[config.mk]
export PLATFORM = sky130hd
export DESIGN_NAME = superscalar_commit_stage_flat
export DESIGN_NICKNAME = d
export VERILOG_FILES = /design/src/rtl/superscalar_commit_stage_if.sv /design/src/rtl/superscalar_commit_stage.sv /design/src/flat_wrapper.sv
export SDC_FILE = /design/constraint.sdc
export NUM_CORES = 1
export LEC_CHECK = 0
export ABC_AREA = 1
export BUFFER_PORTS_ARGS = -buffer_cell sky130_fd_sc_hd__buf_2
export CAP_MARGIN = 20
export CORE_AREA = 3 3 260 262
export DETAILED_ROUTE_END_ITERATION = 10
export DIE_AREA = 0 0 263 265
export PLACE_DENSITY = 0.35
export SYNTH_ARGS = -nofsm -noshare
export SYNTH_HDL_FRONTEND = slang
export SYNTH_SLANG_ARGS = --single-unit
export TNS_END_PERCENT = 100
[constraint.sdc]
create_clock -name clock -period 2.82 [get_ports clock]
set_clock_uncertainty 0.2 [all_clocks]
set_input_delay 0.423 -clock clock [delete_from_list [all_inputs] [get_ports clock]]
set_output_delay 0.423 -clock clock [all_outputs]
set_load 0.005 [all_outputs]
[src/rtl/superscalar_commit_stage_if.sv]
// rtl/superscalar_commit_stage_if.sv - ROB head, commit packet and store handshake bundle
// Entry and packet fields are split into per-field packed arrays indexed by slot.
interface superscalar_commit_stage_if #(
  parameter int W         = 2,
  parameter int ROB_DEPTH = 16,
  parameter int TAG_W     = $clog2(ROB_DEPTH),
  parameter int CNT_W     = $clog2(W + 1)
);
  logic [W-1:0]            head_valid;
  logic [W-1:0][31:0]      head_npc;
  logic [W-1:0][31:0]      head_inst;
  logic [W-1:0][31:0]      head_value;
  logic [W-1:0][1:0]       head_mem_size;
  logic [W-1:0]            head_wr_mem;
  logic [W-1:0][31:0]      head_dest_addr;
  logic [W-1:0][4:0]       head_dest_reg;
  logic [W-1:0]            head_ready;
  logic [W-1:0]            head_halt;
  logic [TAG_W-1:0]        head_tag;
  logic                    mem_ack;

  logic [CNT_W-1:0]        commit_count;
  logic [W-1:0]            pkt_valid;
  logic [W-1:0][31:0]      pkt_npc;
  logic [W-1:0][31:0]      pkt_inst;
  logic [W-1:0][31:0]      pkt_data_out;
  logic [W-1:0][31:0]      pkt_mem_address;
  logic [W-1:0][1:0]       pkt_mem_size;
  logic [W-1:0]            pkt_wr_mem;
  logic [W-1:0][4:0]       pkt_reg_wr_idx;
  logic [W-1:0]            pkt_reg_wr_en;
  logic [W-1:0][TAG_W-1:0] pkt_rob_tag;
  logic                    mem_req_valid;
  logic [31:0]             mem_req_addr;
  logic [31:0]             mem_req_data;
  logic [1:0]              mem_req_size;
  logic                    halted;
  logic [31:0]             retired_total;

  modport slave (
    input  head_valid, head_npc, head_inst, head_value, head_mem_size, head_wr_mem,
           head_dest_addr, head_dest_reg, head_ready, head_halt, head_tag, mem_ack,
    output commit_count, pkt_valid, pkt_npc, pkt_inst, pkt_data_out, pkt_mem_address,
           pkt_mem_size, pkt_wr_mem, pkt_reg_wr_idx, pkt_reg_wr_en, pkt_rob_tag,
           mem_req_valid, mem_req_addr, mem_req_data, mem_req_size, halted, retired_total
  );

  modport master (
    output head_valid, head_npc, head_inst, head_value, head_mem_size, head_wr_mem,
           head_dest_addr, head_dest_reg, head_ready, head_halt, head_tag, mem_ack,
    input  commit_count, pkt_valid, pkt_npc, pkt_inst, pkt_data_out, pkt_mem_address,
           pkt_mem_size, pkt_wr_mem, pkt_reg_wr_idx, pkt_reg_wr_en, pkt_rob_tag,
           mem_req_valid, mem_req_addr, mem_req_data, mem_req_size, halted, retired_total
  );
endinterface

[src/rtl/superscalar_commit_stage.sv]
// rtl/superscalar_commit_stage.sv - In-order W-wide commit stage with serialised stores
// Retires the ready prefix of the ROB head; stores go through a req/ack handshake first.
module superscalar_commit_stage #(
  parameter int W         = 2,
  parameter int ROB_DEPTH = 16,
  parameter int TAG_W     = $clog2(ROB_DEPTH),
  parameter int CNT_W     = $clog2(W + 1)
) (
  input logic                       clock,
  input logic                       reset,
  superscalar_commit_stage_if.slave bus
);
  localparam logic [4:0] ZERO_REG = 5'd0;

  typedef enum logic [1:0] {
    ST_RUN        = 2'd0,
    ST_STORE_WAIT = 2'd1,
    ST_HALTED     = 2'd2
  } state_t;

  state_t                  r_state;
  logic                    r_mem_req_valid;
  logic [31:0]             r_mem_req_addr;
  logic [31:0]             r_mem_req_data;
  logic [1:0]              r_mem_req_size;
  logic [31:0]             r_retired_total;
  logic [W-1:0]            r_pkt_valid;
  logic [W-1:0][31:0]      r_pkt_npc;
  logic [W-1:0][31:0]      r_pkt_inst;
  logic [W-1:0][31:0]      r_pkt_data_out;
  logic [W-1:0][31:0]      r_pkt_mem_address;
  logic [W-1:0][1:0]       r_pkt_mem_size;
  logic [W-1:0][4:0]       r_pkt_reg_wr_idx;
  logic [W-1:0]            r_pkt_reg_wr_en;
  logic [W-1:0][TAG_W-1:0] r_pkt_rob_tag;

  logic [CNT_W-1:0]        w_count;
  logic [W-1:0]            w_retire;
  logic                    w_store_start;
  logic                    w_halt_retire;
  logic                    w_stop;
  logic                    w_ack;

  assign w_ack = bus.mem_ack & r_mem_req_valid;

  // Walk the slots in order; the first ineligible slot, a younger store, or a retired halt ends the group.
  always_comb begin
    w_count       = '0;
    w_retire      = '0;
    w_store_start = 1'b0;
    w_halt_retire = 1'b0;
    w_stop        = 1'b0;
    case (r_state)
      ST_RUN: begin
        for (int i = 0; i < W; i++) begin
          if (!w_stop) begin
            if (!(bus.head_valid[i] && bus.head_ready[i])) begin
              w_stop = 1'b1;
            end else if (bus.head_wr_mem[i]) begin
              w_stop = 1'b1;
              if (i == 0) w_store_start = 1'b1;
            end else begin
              w_retire[i] = 1'b1;
              w_count     = CNT_W'(i + 1);
              if (bus.head_halt[i]) begin
                w_halt_retire = 1'b1;
                w_stop        = 1'b1;
              end
            end
          end
        end
      end
      ST_STORE_WAIT: begin
        w_retire[0] = w_ack;
        w_count     = CNT_W'(w_ack);
      end
      default: ;
    endcase
  end

  always_ff @(posedge clock or negedge reset) begin
    if (!reset) begin
      r_state           <= ST_RUN;
      r_mem_req_valid   <= 1'b0;
      r_mem_req_addr    <= '0;
      r_mem_req_data    <= '0;
      r_mem_req_size    <= '0;
      r_retired_total   <= '0;
      r_pkt_valid       <= '0;
      r_pkt_npc         <= '0;
      r_pkt_inst        <= '0;
      r_pkt_data_out    <= '0;
      r_pkt_mem_address <= '0;
      r_pkt_mem_size    <= '0;
      r_pkt_reg_wr_idx  <= '0;
      r_pkt_reg_wr_en   <= '0;
      r_pkt_rob_tag     <= '0;
    end else begin
      r_retired_total <= r_retired_total + 32'(w_count);
      case (r_state)
        ST_RUN: begin
          if (w_store_start) begin
            r_state         <= ST_STORE_WAIT;
            r_mem_req_valid <= 1'b1;
            r_mem_req_addr  <= bus.head_dest_addr[0];
            r_mem_req_data  <= bus.head_value[0];
            r_mem_req_size  <= bus.head_mem_size[0];
          end else if (w_halt_retire) begin
            r_state <= ST_HALTED;
          end
        end
        ST_STORE_WAIT: begin
          if (w_ack) begin
            r_state         <= ST_RUN;
            r_mem_req_valid <= 1'b0;
          end
        end
        ST_HALTED: ;
        default: r_state <= ST_RUN;
      endcase
      // Payload loads every edge; only valid and write-enable carry meaning for unretired slots.
      for (int i = 0; i < W; i++) begin
        r_pkt_valid[i]       <= w_retire[i];
        r_pkt_npc[i]         <= bus.head_npc[i];
        r_pkt_inst[i]        <= bus.head_inst[i];
        r_pkt_data_out[i]    <= bus.head_value[i];
        r_pkt_mem_address[i] <= bus.head_dest_addr[i];
        r_pkt_mem_size[i]    <= bus.head_mem_size[i];
        r_pkt_reg_wr_idx[i]  <= bus.head_dest_reg[i];
        r_pkt_reg_wr_en[i]   <= w_retire[i] && (bus.head_dest_reg[i] != ZERO_REG);
        r_pkt_rob_tag[i]     <= bus.head_tag + TAG_W'(i);
      end
    end
  end

  assign bus.commit_count    = w_count;
  assign bus.pkt_valid       = r_pkt_valid;
  assign bus.pkt_npc         = r_pkt_npc;
  assign bus.pkt_inst        = r_pkt_inst;
  assign bus.pkt_data_out    = r_pkt_data_out;
  assign bus.pkt_mem_address = r_pkt_mem_address;
  assign bus.pkt_mem_size    = r_pkt_mem_size;
  assign bus.pkt_wr_mem      = '0;
  assign bus.pkt_reg_wr_idx  = r_pkt_reg_wr_idx;
  assign bus.pkt_reg_wr_en   = r_pkt_reg_wr_en;
  assign bus.pkt_rob_tag     = r_pkt_rob_tag;
  assign bus.mem_req_valid   = r_mem_req_valid;
  assign bus.mem_req_addr    = r_mem_req_addr;
  assign bus.mem_req_data    = r_mem_req_data;
  assign bus.mem_req_size    = r_mem_req_size;
  assign bus.halted          = (r_state == ST_HALTED);
  assign bus.retired_total   = r_retired_total;
endmodule

[src/flat_wrapper.sv]
// flat-port wrapper written by rule: the top's interface ports become plain ports
module superscalar_commit_stage_flat 
#(
  parameter int W         = 2,
  parameter int ROB_DEPTH = 16,
  parameter int TAG_W     = $clog2(ROB_DEPTH),
  parameter int CNT_W     = $clog2(W + 1)
)
  (clock, reset, bus_head_valid, bus_head_npc, bus_head_inst, bus_head_value, bus_head_mem_size, bus_head_wr_mem, bus_head_dest_addr, bus_head_dest_reg, bus_head_ready, bus_head_halt, bus_head_tag, bus_mem_ack, bus_commit_count, bus_pkt_valid, bus_pkt_npc, bus_pkt_inst, bus_pkt_data_out, bus_pkt_mem_address, bus_pkt_mem_size, bus_pkt_wr_mem, bus_pkt_reg_wr_idx, bus_pkt_reg_wr_en, bus_pkt_rob_tag, bus_mem_req_valid, bus_mem_req_addr, bus_mem_req_data, bus_mem_req_size, bus_halted, bus_retired_total);
  superscalar_commit_stage_if #(.W(W), .ROB_DEPTH(ROB_DEPTH), .TAG_W(TAG_W), .CNT_W(CNT_W)) bus_i ();
  input logic clock;
  input logic reset;
  input wire logic [$bits(bus_i.head_valid)-1:0] bus_head_valid;
  input wire logic [$bits(bus_i.head_npc)-1:0] bus_head_npc;
  input wire logic [$bits(bus_i.head_inst)-1:0] bus_head_inst;
  input wire logic [$bits(bus_i.head_value)-1:0] bus_head_value;
  input wire logic [$bits(bus_i.head_mem_size)-1:0] bus_head_mem_size;
  input wire logic [$bits(bus_i.head_wr_mem)-1:0] bus_head_wr_mem;
  input wire logic [$bits(bus_i.head_dest_addr)-1:0] bus_head_dest_addr;
  input wire logic [$bits(bus_i.head_dest_reg)-1:0] bus_head_dest_reg;
  input wire logic [$bits(bus_i.head_ready)-1:0] bus_head_ready;
  input wire logic [$bits(bus_i.head_halt)-1:0] bus_head_halt;
  input wire logic [$bits(bus_i.head_tag)-1:0] bus_head_tag;
  input wire logic [$bits(bus_i.mem_ack)-1:0] bus_mem_ack;
  output wire logic [$bits(bus_i.commit_count)-1:0] bus_commit_count;
  output wire logic [$bits(bus_i.pkt_valid)-1:0] bus_pkt_valid;
  output wire logic [$bits(bus_i.pkt_npc)-1:0] bus_pkt_npc;
  output wire logic [$bits(bus_i.pkt_inst)-1:0] bus_pkt_inst;
  output wire logic [$bits(bus_i.pkt_data_out)-1:0] bus_pkt_data_out;
  output wire logic [$bits(bus_i.pkt_mem_address)-1:0] bus_pkt_mem_address;
  output wire logic [$bits(bus_i.pkt_mem_size)-1:0] bus_pkt_mem_size;
  output wire logic [$bits(bus_i.pkt_wr_mem)-1:0] bus_pkt_wr_mem;
  output wire logic [$bits(bus_i.pkt_reg_wr_idx)-1:0] bus_pkt_reg_wr_idx;
  output wire logic [$bits(bus_i.pkt_reg_wr_en)-1:0] bus_pkt_reg_wr_en;
  output wire logic [$bits(bus_i.pkt_rob_tag)-1:0] bus_pkt_rob_tag;
  output wire logic [$bits(bus_i.mem_req_valid)-1:0] bus_mem_req_valid;
  output wire logic [$bits(bus_i.mem_req_addr)-1:0] bus_mem_req_addr;
  output wire logic [$bits(bus_i.mem_req_data)-1:0] bus_mem_req_data;
  output wire logic [$bits(bus_i.mem_req_size)-1:0] bus_mem_req_size;
  output wire logic [$bits(bus_i.halted)-1:0] bus_halted;
  output wire logic [$bits(bus_i.retired_total)-1:0] bus_retired_total;
  assign bus_i.head_valid = bus_head_valid;
  assign bus_i.head_npc = bus_head_npc;
  assign bus_i.head_inst = bus_head_inst;
  assign bus_i.head_value = bus_head_value;
  assign bus_i.head_mem_size = bus_head_mem_size;
  assign bus_i.head_wr_mem = bus_head_wr_mem;
  assign bus_i.head_dest_addr = bus_head_dest_addr;
  assign bus_i.head_dest_reg = bus_head_dest_reg;
  assign bus_i.head_ready = bus_head_ready;
  assign bus_i.head_halt = bus_head_halt;
  assign bus_i.head_tag = bus_head_tag;
  assign bus_i.mem_ack = bus_mem_ack;
  assign bus_commit_count = bus_i.commit_count;
  assign bus_pkt_valid = bus_i.pkt_valid;
  assign bus_pkt_npc = bus_i.pkt_npc;
  assign bus_pkt_inst = bus_i.pkt_inst;
  assign bus_pkt_data_out = bus_i.pkt_data_out;
  assign bus_pkt_mem_address = bus_i.pkt_mem_address;
  assign bus_pkt_mem_size = bus_i.pkt_mem_size;
  assign bus_pkt_wr_mem = bus_i.pkt_wr_mem;
  assign bus_pkt_reg_wr_idx = bus_i.pkt_reg_wr_idx;
  assign bus_pkt_reg_wr_en = bus_i.pkt_reg_wr_en;
  assign bus_pkt_rob_tag = bus_i.pkt_rob_tag;
  assign bus_mem_req_valid = bus_i.mem_req_valid;
  assign bus_mem_req_addr = bus_i.mem_req_addr;
  assign bus_mem_req_data = bus_i.mem_req_data;
  assign bus_mem_req_size = bus_i.mem_req_size;
  assign bus_halted = bus_i.halted;
  assign bus_retired_total = bus_i.retired_total;
  superscalar_commit_stage #(.W(W), .ROB_DEPTH(ROB_DEPTH), .TAG_W(TAG_W), .CNT_W(CNT_W)) u_core (.clock(clock), .reset(reset), .bus(bus_i));
endmodule
==> impl_metrics.yaml, run 1 <==
synth:
  yosys.cell_count.top_type: "dfrtp_1"
  yosysTopAreaCell: "dfrtp_1"
  avgSynthCellArea_um2: 13.9
  yosys-top-cells-area: "dfrtp_1 82%, nand2_1 5.6%, inv_1 3.0%"
  synth-edff-count: 0
  yosys_warnings: 0
  synth_cell_types: 26
  ys_ff_latch: 383
  synth_commonest_cells: "383 x dfrtp_1, 175 x nand2_1, 93 x inv_1"
  seq_area_frac_synth: 0.818
  syn_area_um2: 11700
  synth-async-reset-ratio: 1.00
  yosys_most_used_dff: "dfrtp_1"
  synth_top_area_frac: 0.818
  syn_inst: 845
floorplan:
  core_um2: 65600
  die_w_um: 263
  die_height_um: 265
  io_pins: 671
  rows: 94
  fp.dieArea_um2: 69700
  initial_core_util: 0.178
detailed_routing:
  drc: 0
  drt-initial-drc-count: 439
  drtAntennaViolNets: 0
  finalWirelength_mm: 48.5
  vias_per_cell: 3.54
  first_pass_iters: 4
  drt-wirelength-per-cell_um: 17.5
  vias: 9777
grt:
  grt_pass1_wl_mm: 71.4
  grt_max_degree: 97
  grt_antenna_before_repair: 3
  grt.total_usage: 0.135
  grt_pass1_vias: 10800
  grt-ovfl-total: 0
timing:
  max_freq_mhz: 392
  min_period_ns: 2.55
  hold_violations: 0
  fin_hold_ws_ns: 0.125
  rsz0062_at_grt: "no"
  setup_viol: 0
  final-max-slew-violation-count: 0
  fin_crit_sh: 0.903
  tightest_slew_ns: 0.684
  slew_headroom: 0.544
power_and_ir_drop:
  power_mw: 12.7
  max-vdd-ir-drop_v: 0.000389
  p_leak_nw: 10.6
  p_per_area_nw_per_um2: 615
clock_tree:
  numCtsBuffers: 46
  numClockSinks: 383
  cts_root_buf: "clkbuf_16"
  insertion_delay_ns: 0.55
  post-cts-setup-buffer-count: 0
  ctsLongestPathBuffers: 3
  htreeDepth: 2
  cts.clk_slew.worst_paths_ns: 0.06
  cts_tree: "yes"
cells_and_area:
  fin_nets: 2153
  final_area_um2: 20700
  drive_gt1_frac: 0.421
  syn_to_final_growth_pct: 76.8
placed_design:
  hpwl_mm: 37.3
  port_buffers: 668
  gp_congestion: 0.791
  dpl_cell_area_um2: 16400
setup_path:
  r2r_slack_ns: 0.27
  cp-end-kind: "register"
  worstSetupPathType: "register to register"
  timing.rr.end: "u_core.bus.retired_total[12]"
  cp_max_fo: 4
  r2r_start: "u_core.r_state[0]"
  endpoint: "u_core.bus.retired_total[12]"
  r2r_cells: 13
  arrival_ns: 2.83
  start_kind: "register"
  required_ns: 3.10
  startpoint: "u_core.r_state[0]"
job:
  drv_cap: 0
min_path:
  hp-start: "bus_mem_ack"
  hp-class: "primary input to register"
run_status:
  run_status: "completed"
[how the worst min path moves through the flow]
stage / end / slack [ns] / depth (start not counted)
6_report: u_core.r_state[0] / 0.13 / 5
3_3_place_gp: u_core.bus.mem_req_size[1] / 0.27 / 2
4_1_cts: u_core.r_state[0] / 0.06 / 5
3_5_place_dp: u_core.bus.mem_req_data[9] / 0.27 / 2
5_1_grt: u_core.r_state[0] / 0.11 / 5
2_1_floorplan: u_core.bus.mem_req_addr[0] / -0.07 / 0
[registers in the layout, indices dropped and copies added, names as in the netlist, 8 cells and up]
name and flops:
u_core.bus.pkt_inst 64, u_core.bus.pkt_data_out 64, u_core.bus.pkt_mem_address 64, u_core.bus.mem_req_addr 32, u_core.bus.mem_req_data 32, u_core.bus.retired_total 32, u_core.bus.pkt_npc 64, u_core.bus.pkt_rob_tag 8
u_core.bus.pkt_reg_wr_idx 10
[stage by stage]
stage	worst slack, ns	cells	TNS, ns	utilization
2_1_floorplan	0.310	846	0	-
3_3_place_gp	-0.0991	2405	-0.478	0.250
3_5_place_dp	-0.161	2405	-1.10	0.250
4_1_cts	0.0864	2762	0	0.315
5_1_grt	0.0226	2762	0	0.316
6_report	0.272	2763	0	0.316
[layout by cell type, fill, tap and decap left out, types with 2 or more instances in the layout]
| master | netlist | final |
|---|---|---|
| conb_1 | 1 | 2 |
| o21ai_0 | 7 | 7 |
| xnor2_1 | 8 | 8 |
| clkbuf_1 | 5 | 9 |
| nand2_1 | 175 | 175 |
| nand2_2 | 4 | 4 |
| inv_1 | 93 | 93 |
| clkbuf_8 | 0 | 11 |
| nor2_1 | 49 | 48 |
| xor2_1 | 9 | 9 |
| bufinv_16 | 0 | 3 |
| buf_2 | 2 | 667 |
| nor2_2 | 5 | 6 |
| clkinv_4 | 0 | 2 |
| dlygate4sd3_1 | 0 | 275 |
| nand3b_1 | 9 | 9 |
| buf_12 | 0 | 5 |
| o21ai_1 | 60 | 60 |
| buf_4 | 2 | 38 |
| ha_1 | 3 | 3 |
| inv_6 | 0 | 2 |
| a21oi_1 | 2 | 2 |
| dfrtp_1 | 383 | 383 |
| nand3_1 | 11 | 11 |
| clkinvlp_4 | 0 | 2 |
| clkinv_2 | 0 | 6 |
| clkbuf_16 | 0 | 47 |
| nor2_4 | 2 | 2 |
| nor3_1 | 3 | 2 |
[where the power goes]
group          leakage [nW]  internal, mW  switching (mW)
Sequential             4.70          5.70          0.0556
Clock                 0.752          3.62            2.37
Combinational          5.19         0.558           0.443
[repair_timing]
item,in CTS,in global routing
endpoints found under the setup margin,0,11
hold buffers,275,0
hold endpoints to repair,399,0
resized for setup,0,3
[layout make-up]
| class | instances | area, µm² |
|---|---|---|
| multi-input cells | 354 | 1670 |
| well taps | 864 | 1080 |
| clock inverters | 15 | 170 |
| fillers | 6817 | 44900 |
| clock buffers | 67 | 1360 |
| repair buffers | 986 | 6490 |
| flip-flops and latches | 383 | 9580 |
| inverters | 93 | 349 |
| diodes | 1 | 2.50 |
[worst max-delay path, stage by stage (launching register included)]
cell and delay (ns):
dfrtp_1 0.40, inv_1 0.08, nor3_2 0.18, inv_1 0.07, nand2_1 0.09, o21a_1 0.16
ha_1 0.18, inv_1 0.06, fa_2 0.37, inv_1 0.15, nand3_1 0.11, nor2_1 0.15
buf_4 0.13, xor2_1 0.13
[logic make-up after synthesis]
group,share of synthesized area
flops,0.818
simple gates,0.0926
buf+inv,0.0403
compound gates,0.0308
xor+xnor,0.0127
fa+ha+maj,0.00491
other cells,0.000320
[per-layer routing]
layer | GRT usage | wire length [µm]
met1 | 0.164 | 19600
met2 | 0.238 | 24800
met3 | 0.0331 | 3020
met4 | 0.0404 | 1090
met5 | 0 | 13
Power figures use the tool's default switching activity.
==> run 2: changes to the inputs <==
CORE_AREA = 3 3 262 264   (was 3 3 260 262)
DIE_AREA = 0 0 265 267   (was 0 0 263 265)
==> impl_metrics.yaml, run 2 (synthesis results as in run 1) <==
detailed_routing:
  dr_wl_met2_mm: 24.1
  finalWirelength_mm: 46.3
  wl_met3_mm: 3.30
  first_pass_iters: 4
  drt-wirelength-per-cell_um: 16.8
  highest_layer: "met4"
  m1WireLength_mm: 17.5
  drc: 0
  vias_per_cell: 3.52
  vias: 9713
  drtAntennaViolNets: 0
  drt-initial-drc-count: 352
placed_design:
  dp_cells: 2404
  hpwl_mm: 35.7
  port_buffers: 668
  gp_congestion: 0.778
grt:
  grt-ovfl-total: 0
  grt_max_degree: 77
  grt_pass1_wl_mm: 68.0
  grt.total_usage: 0.126
  grt_antenna_before_repair: 1
  grt_pass1_vias: 10700
floorplan:
  die_w_um: 265
  io_pins: 671
  rows: 95
  core_um2: 66800
  die_height_um: 267
  initial_core_util: 0.175
  fp.dieArea_um2: 70800
timing:
  fin_crit_sh: 0.909
  final-max-slew-violation-count: 0
  fin_tns_setup_ns: 0
  min_period_ns: 2.56
  tightest_slew_ns: 0.734
  setup_viol: 0
  slew_headroom: 0.511
  max_freq_mhz: 390
  rsz0062_at_grt: "no"
  fin_hold_ws_ns: 0.0403
  hold_violations: 0
power_and_ir_drop:
  p_per_area_nw_per_um2: 606
  max-vdd-ir-drop_v: 0.000402
  power_mw: 12.5
  p_leak_nw: 10.6
job:
  drv_cap: 0
cells_and_area:
  final_common_cell: "buf_2"
  drive_gt1_frac: 0.417
  layoutNonFillerInstCount: 2762
  antennaDiodeCount: 0
  syn_to_final_growth_pct: 76.3
  mostFrequentLayoutCells: "667 x buf_2, 383 x dfrtp_1, 276 x dlygate4sd3_1"
  fin_nets: 2144
run_status:
  run_status: "completed"
clock_tree:
  cts_tree: "yes"
  htreeDepth: 2
  post-cts-setup-buffer-count: 0
  ctsLongestPathBuffers: 3
  numCtsBuffers: 46
  numClockSinks: 383
  cts_root_buf: "clkbuf_16"
  insertion_delay_ns: 0.55
  cts.clk_slew.worst_paths_ns: 0.05
min_path:
  hp-class: "primary input to register"
setup_path:
  cp_max_fo: 4
  worstSetupPathType: "primary input to register"
  start_kind: "primary input"
  required_ns: 3.06
  cp-end-kind: "register"
  arrival_ns: 2.80
run 2: cell types whose count changed in the layout (fill, tap and decap cells not counted), moves of 2 or more:
cell / before / now
buf_12: 5 / 9
buf_4: 38 / 24
clkbuf_1: 9 / 12
clkbuf_8: 11 / 9
clkinv_4: 2 / 0
inv_6: 2 / 4
run 2: per-stage QoR:
stage | util | worst slack (ns) | cell area [µm²]
3_3_place_gp | 0.245 | 0.00705 | 16400
3_5_place_dp | 0.245 | 0.0162 | 16400
4_1_cts | 0.309 | 0.0588 | 20600
6_report | 0.309 | 0.258 | 20600
2_1_floorplan | - | 0.310 | 11700
5_1_grt | 0.309 | 0.0526 | 20600
run 2: worst paths after layout:
path	slack [ns]	start	end	depth (start not counted)
setup / recovery	0.26	bus_mem_ack	u_core.bus.retired_total[28]	16
hold / removal	0.04	bus_head_wr_mem[0]	u_core.r_state[1]	4
setup reg to reg	0.34	u_core.r_state[0]	u_core.bus.retired_total[28]	14
hold reg to reg	0.28	u_core.bus.mem_req_addr[0]	u_core.bus.mem_req_addr[0]	2
max in group asynchronous	1.37	reset	u_core.bus.mem_req_data[17]	3
min in group asynchronous	0.29	reset	u_core.bus.pkt_reg_wr_idx[7]	2
run 2: timing repair:
action | in CTS | in global routing
endpoints found under the hold margin | 408 | 0
hold buffers | 276 | 0
resized for setup | 0 | 4
endpoints found under the setup margin | 0 | 6
run 2: critical path: stages:
cell and delay, ns:
dlygate4sd3_1 0.53, buf_2 0.10, nand2_1 0.09, nor3_2 0.16, inv_1 0.07, nand2_1 0.09
o21a_1 0.15, ha_1 0.17, inv_1 0.06, fa_2 0.39, inv_1 0.12, nand3_1 0.11
nor2_2 0.17, nand2_1 0.07, nand2_1 0.06, nand2_1 0.04
run 2: routing by layer:
layer,global-route usage,vias to the layer above
met4,0.0443,0
li1,-,4618
met3,0.0366,79
met2,0.230,352
met5,0,-
met1,0.141,4664
run 2: power breakdown:
| group | internal [mW] | switching, mW | total [mW] | leakage, nW |
|---|---|---|---|---|
| sequential | 5.70 | 0.0587 | 5.76 | 4.70 |
| clock | 3.43 | 2.33 | 5.77 | 0.727 |
| combinational | 0.563 | 0.431 | 0.995 | 5.16 |
run 2: final cells by class:
cell class	count	area (µm²)
Sequential cell	383	9580
Timing Repair Buffer	977	6480
Tap cell	873	1090
Multi-Input combinational cell	354	1670
Fill cell	6899	46200
Clock buffer	67	1320
Inverter	93	349
Clock inverter	15	154
==> run 3: changes to the inputs <==
RECOVER_POWER = 100   (was default)
==> impl_metrics.yaml, run 3 (synthesis results as in run 1) <==
clock_tree:
  ctsLongestPathBuffers: 3
  htreeDepth: 2
  cts_tree: "yes"
  numClockSinks: 383
  insertion_delay_ns: 0.55
  cts_root_buf: "clkbuf_16"
  cts.clk_slew.worst_paths_ns: 0.05
  numCtsBuffers: 46
grt:
  grt_pass1_vias: 10700
  grt-ovfl-total: 0
  grt_max_degree: 77
  grt_antenna_before_repair: 1
  grt_pass1_wl_mm: 68.0
  grt.total_usage: 0.126
cells_and_area:
  fillers: 7117
  antennaDiodeCount: 0
  final_common_cell: "clkbuf_1"
  syn_to_final_growth_pct: 70.1
  utilization: 0.298
  fin_nets: 2144
  mostFrequentLayoutCells: "442 x clkbuf_1, 383 x dfrtp_1, 276 x dlygate4sd3_1"
  drive_gt1_frac: 0.183
timing:
  setup_viol: 0
  min_period_ns: 2.61
  final-max-slew-violation-count: 0
  slew_headroom: 0.181
  fin_tns_setup_ns: 0
  max_freq_mhz: 383
  rsz0062_at_grt: "no"
  tightest_slew_ns: 1.23
  hold_violations: 0
  fin_crit_sh: 0.927
floorplan:
  die_height_um: 267
  rows: 95
  io_pins: 671
  fp.dieArea_um2: 70800
  core_um2: 66800
  initial_core_util: 0.175
  die_w_um: 265
detailed_routing:
  drtAntennaViolNets: 0
  first_pass_iters: 4
  drt-wirelength-per-cell_um: 16.8
  drc: 0
  vias: 9756
  drt-initial-drc-count: 319
  finalWirelength_mm: 46.5
  vias_per_cell: 3.53
setup_path:
  cp_max_fo: 4
  cp_slowest_stage_delay_ns: 0.53
  arrival_ns: 2.88
  r2r_start: "u_core.r_state[0]"
  crit_slowest_cell: "dlygate4sd3_1"
  worstSetupPathType: "primary input to register"
  start_kind: "primary input"
  cp-end-kind: "register"
  required_ns: 3.08
  startpoint: "bus_mem_ack"
  path_cells: "dlygate4sd3_1, buf_2, nand2_1, nor3_2, inv_1, nand2_1, o21a_1, ha_1, inv_1, fa_2, nor2_1, nand2_2, nor2_1, xor2_1"
min_path:
  hp-start: "bus_head_wr_mem[0]"
  hp-class: "primary input to register"
placed_design:
  port_buffers: 668
  gp_congestion: 0.778
  hpwl_mm: 35.7
power_and_ir_drop:
  p_leak_nw: 9.17
  p_per_area_nw_per_um2: 624
  max-vdd-ir-drop_v: 0.000402
run_status:
  run_status: "completed"
job:
  drv_cap: 0
[run 3: changes by cell type in the layout (fill, tap and decap cells not counted), sizes merged]
| cell | before | now |
|---|---|---|
| clkbuf | 67 | 509 |
| buf | 701 | 259 |
[run 3: report_power, final]
group	switching [mW]	leakage (nW)	internal, mW
logic	0.428	3.75	0.482
registers	0.0644	4.70	5.70
clock network	2.32	0.727	3.43
total	2.81	9.17	9.62
[run 3: critical path: cells and delay by family]
family	cells	cell delay, ns
AO/OA/AOI/OAI	1	0.15
XOR/XNOR	1	0.15
adder cells (fa/ha/maj)	2	0.55
buffers and inverters	4	0.76
AND/OR/NAND/NOR	6	0.84
[run 3: per-stage QoR]
stage	setup slack, ns	power (mW)	cell area [µm²]	cells	hold WS [ns]
2_1_floorplan	0.310	5.91	11700	846	-0.0726
3_3_place_gp	0.00705	6.56	16400	2404	0.266
3_5_place_dp	0.0162	6.56	16400	2404	0.271
4_1_cts	0.0588	12.8	20600	2762	0.0195
5_1_grt	0.0357	13.0	19900	2762	0.0657
6_report	0.206	12.4	19900	2762	0.0396
[run 3: repair_timing]
item | in CTS | in global routing
hold endpoints to repair | 408 | 0
setup buffers | 0 | 0
hold buffers | 276 | 0
gates resized for setup | 0 | 4
setup endpoints to repair | 0 | 6
[run 3: layer usage]
| layer | wire [µm] | vias to the layer above | track usage |
|---|---|---|---|
| met4 | 1380 | 0 | 0.0443 |
| met2 | 24200 | 355 | 0.230 |
| met5 | 0 | - | 0 |
| met1 | 17500 | 4702 | 0.141 |
| li1 | - | 4620 | - |
| met3 | 3380 | 79 | 0.0366 |
[run 3: path summary, 6_finish.rpt]
check | to | slack (ns) | cells past startpoint
min | u_core.r_state[1] | 0.04 | 4
max in group asynchronous | u_core.bus.pkt_npc[20] | 0.43 | 3
max reg2reg | u_core.bus.retired_total[16] | 0.28 | 12
max | u_core.bus.retired_total[16] | 0.21 | 14
min in group asynchronous | u_core.bus.retired_total[7] | 0.49 | 2
min reg2reg | u_core.bus.mem_req_addr[4] | 0.28 | 2
[run 3: layout make-up]
type                    count  area [µm²]  share of cell area
clock inverters            15         154             0.00773
inverters                  93         349              0.0175
well taps                 873        1090              0.0548
repair buffers            977        5780               0.290
multi-input cells         354        1640              0.0825
clock buffers              67        1320              0.0663
flip-flops and latches    383        9580               0.481
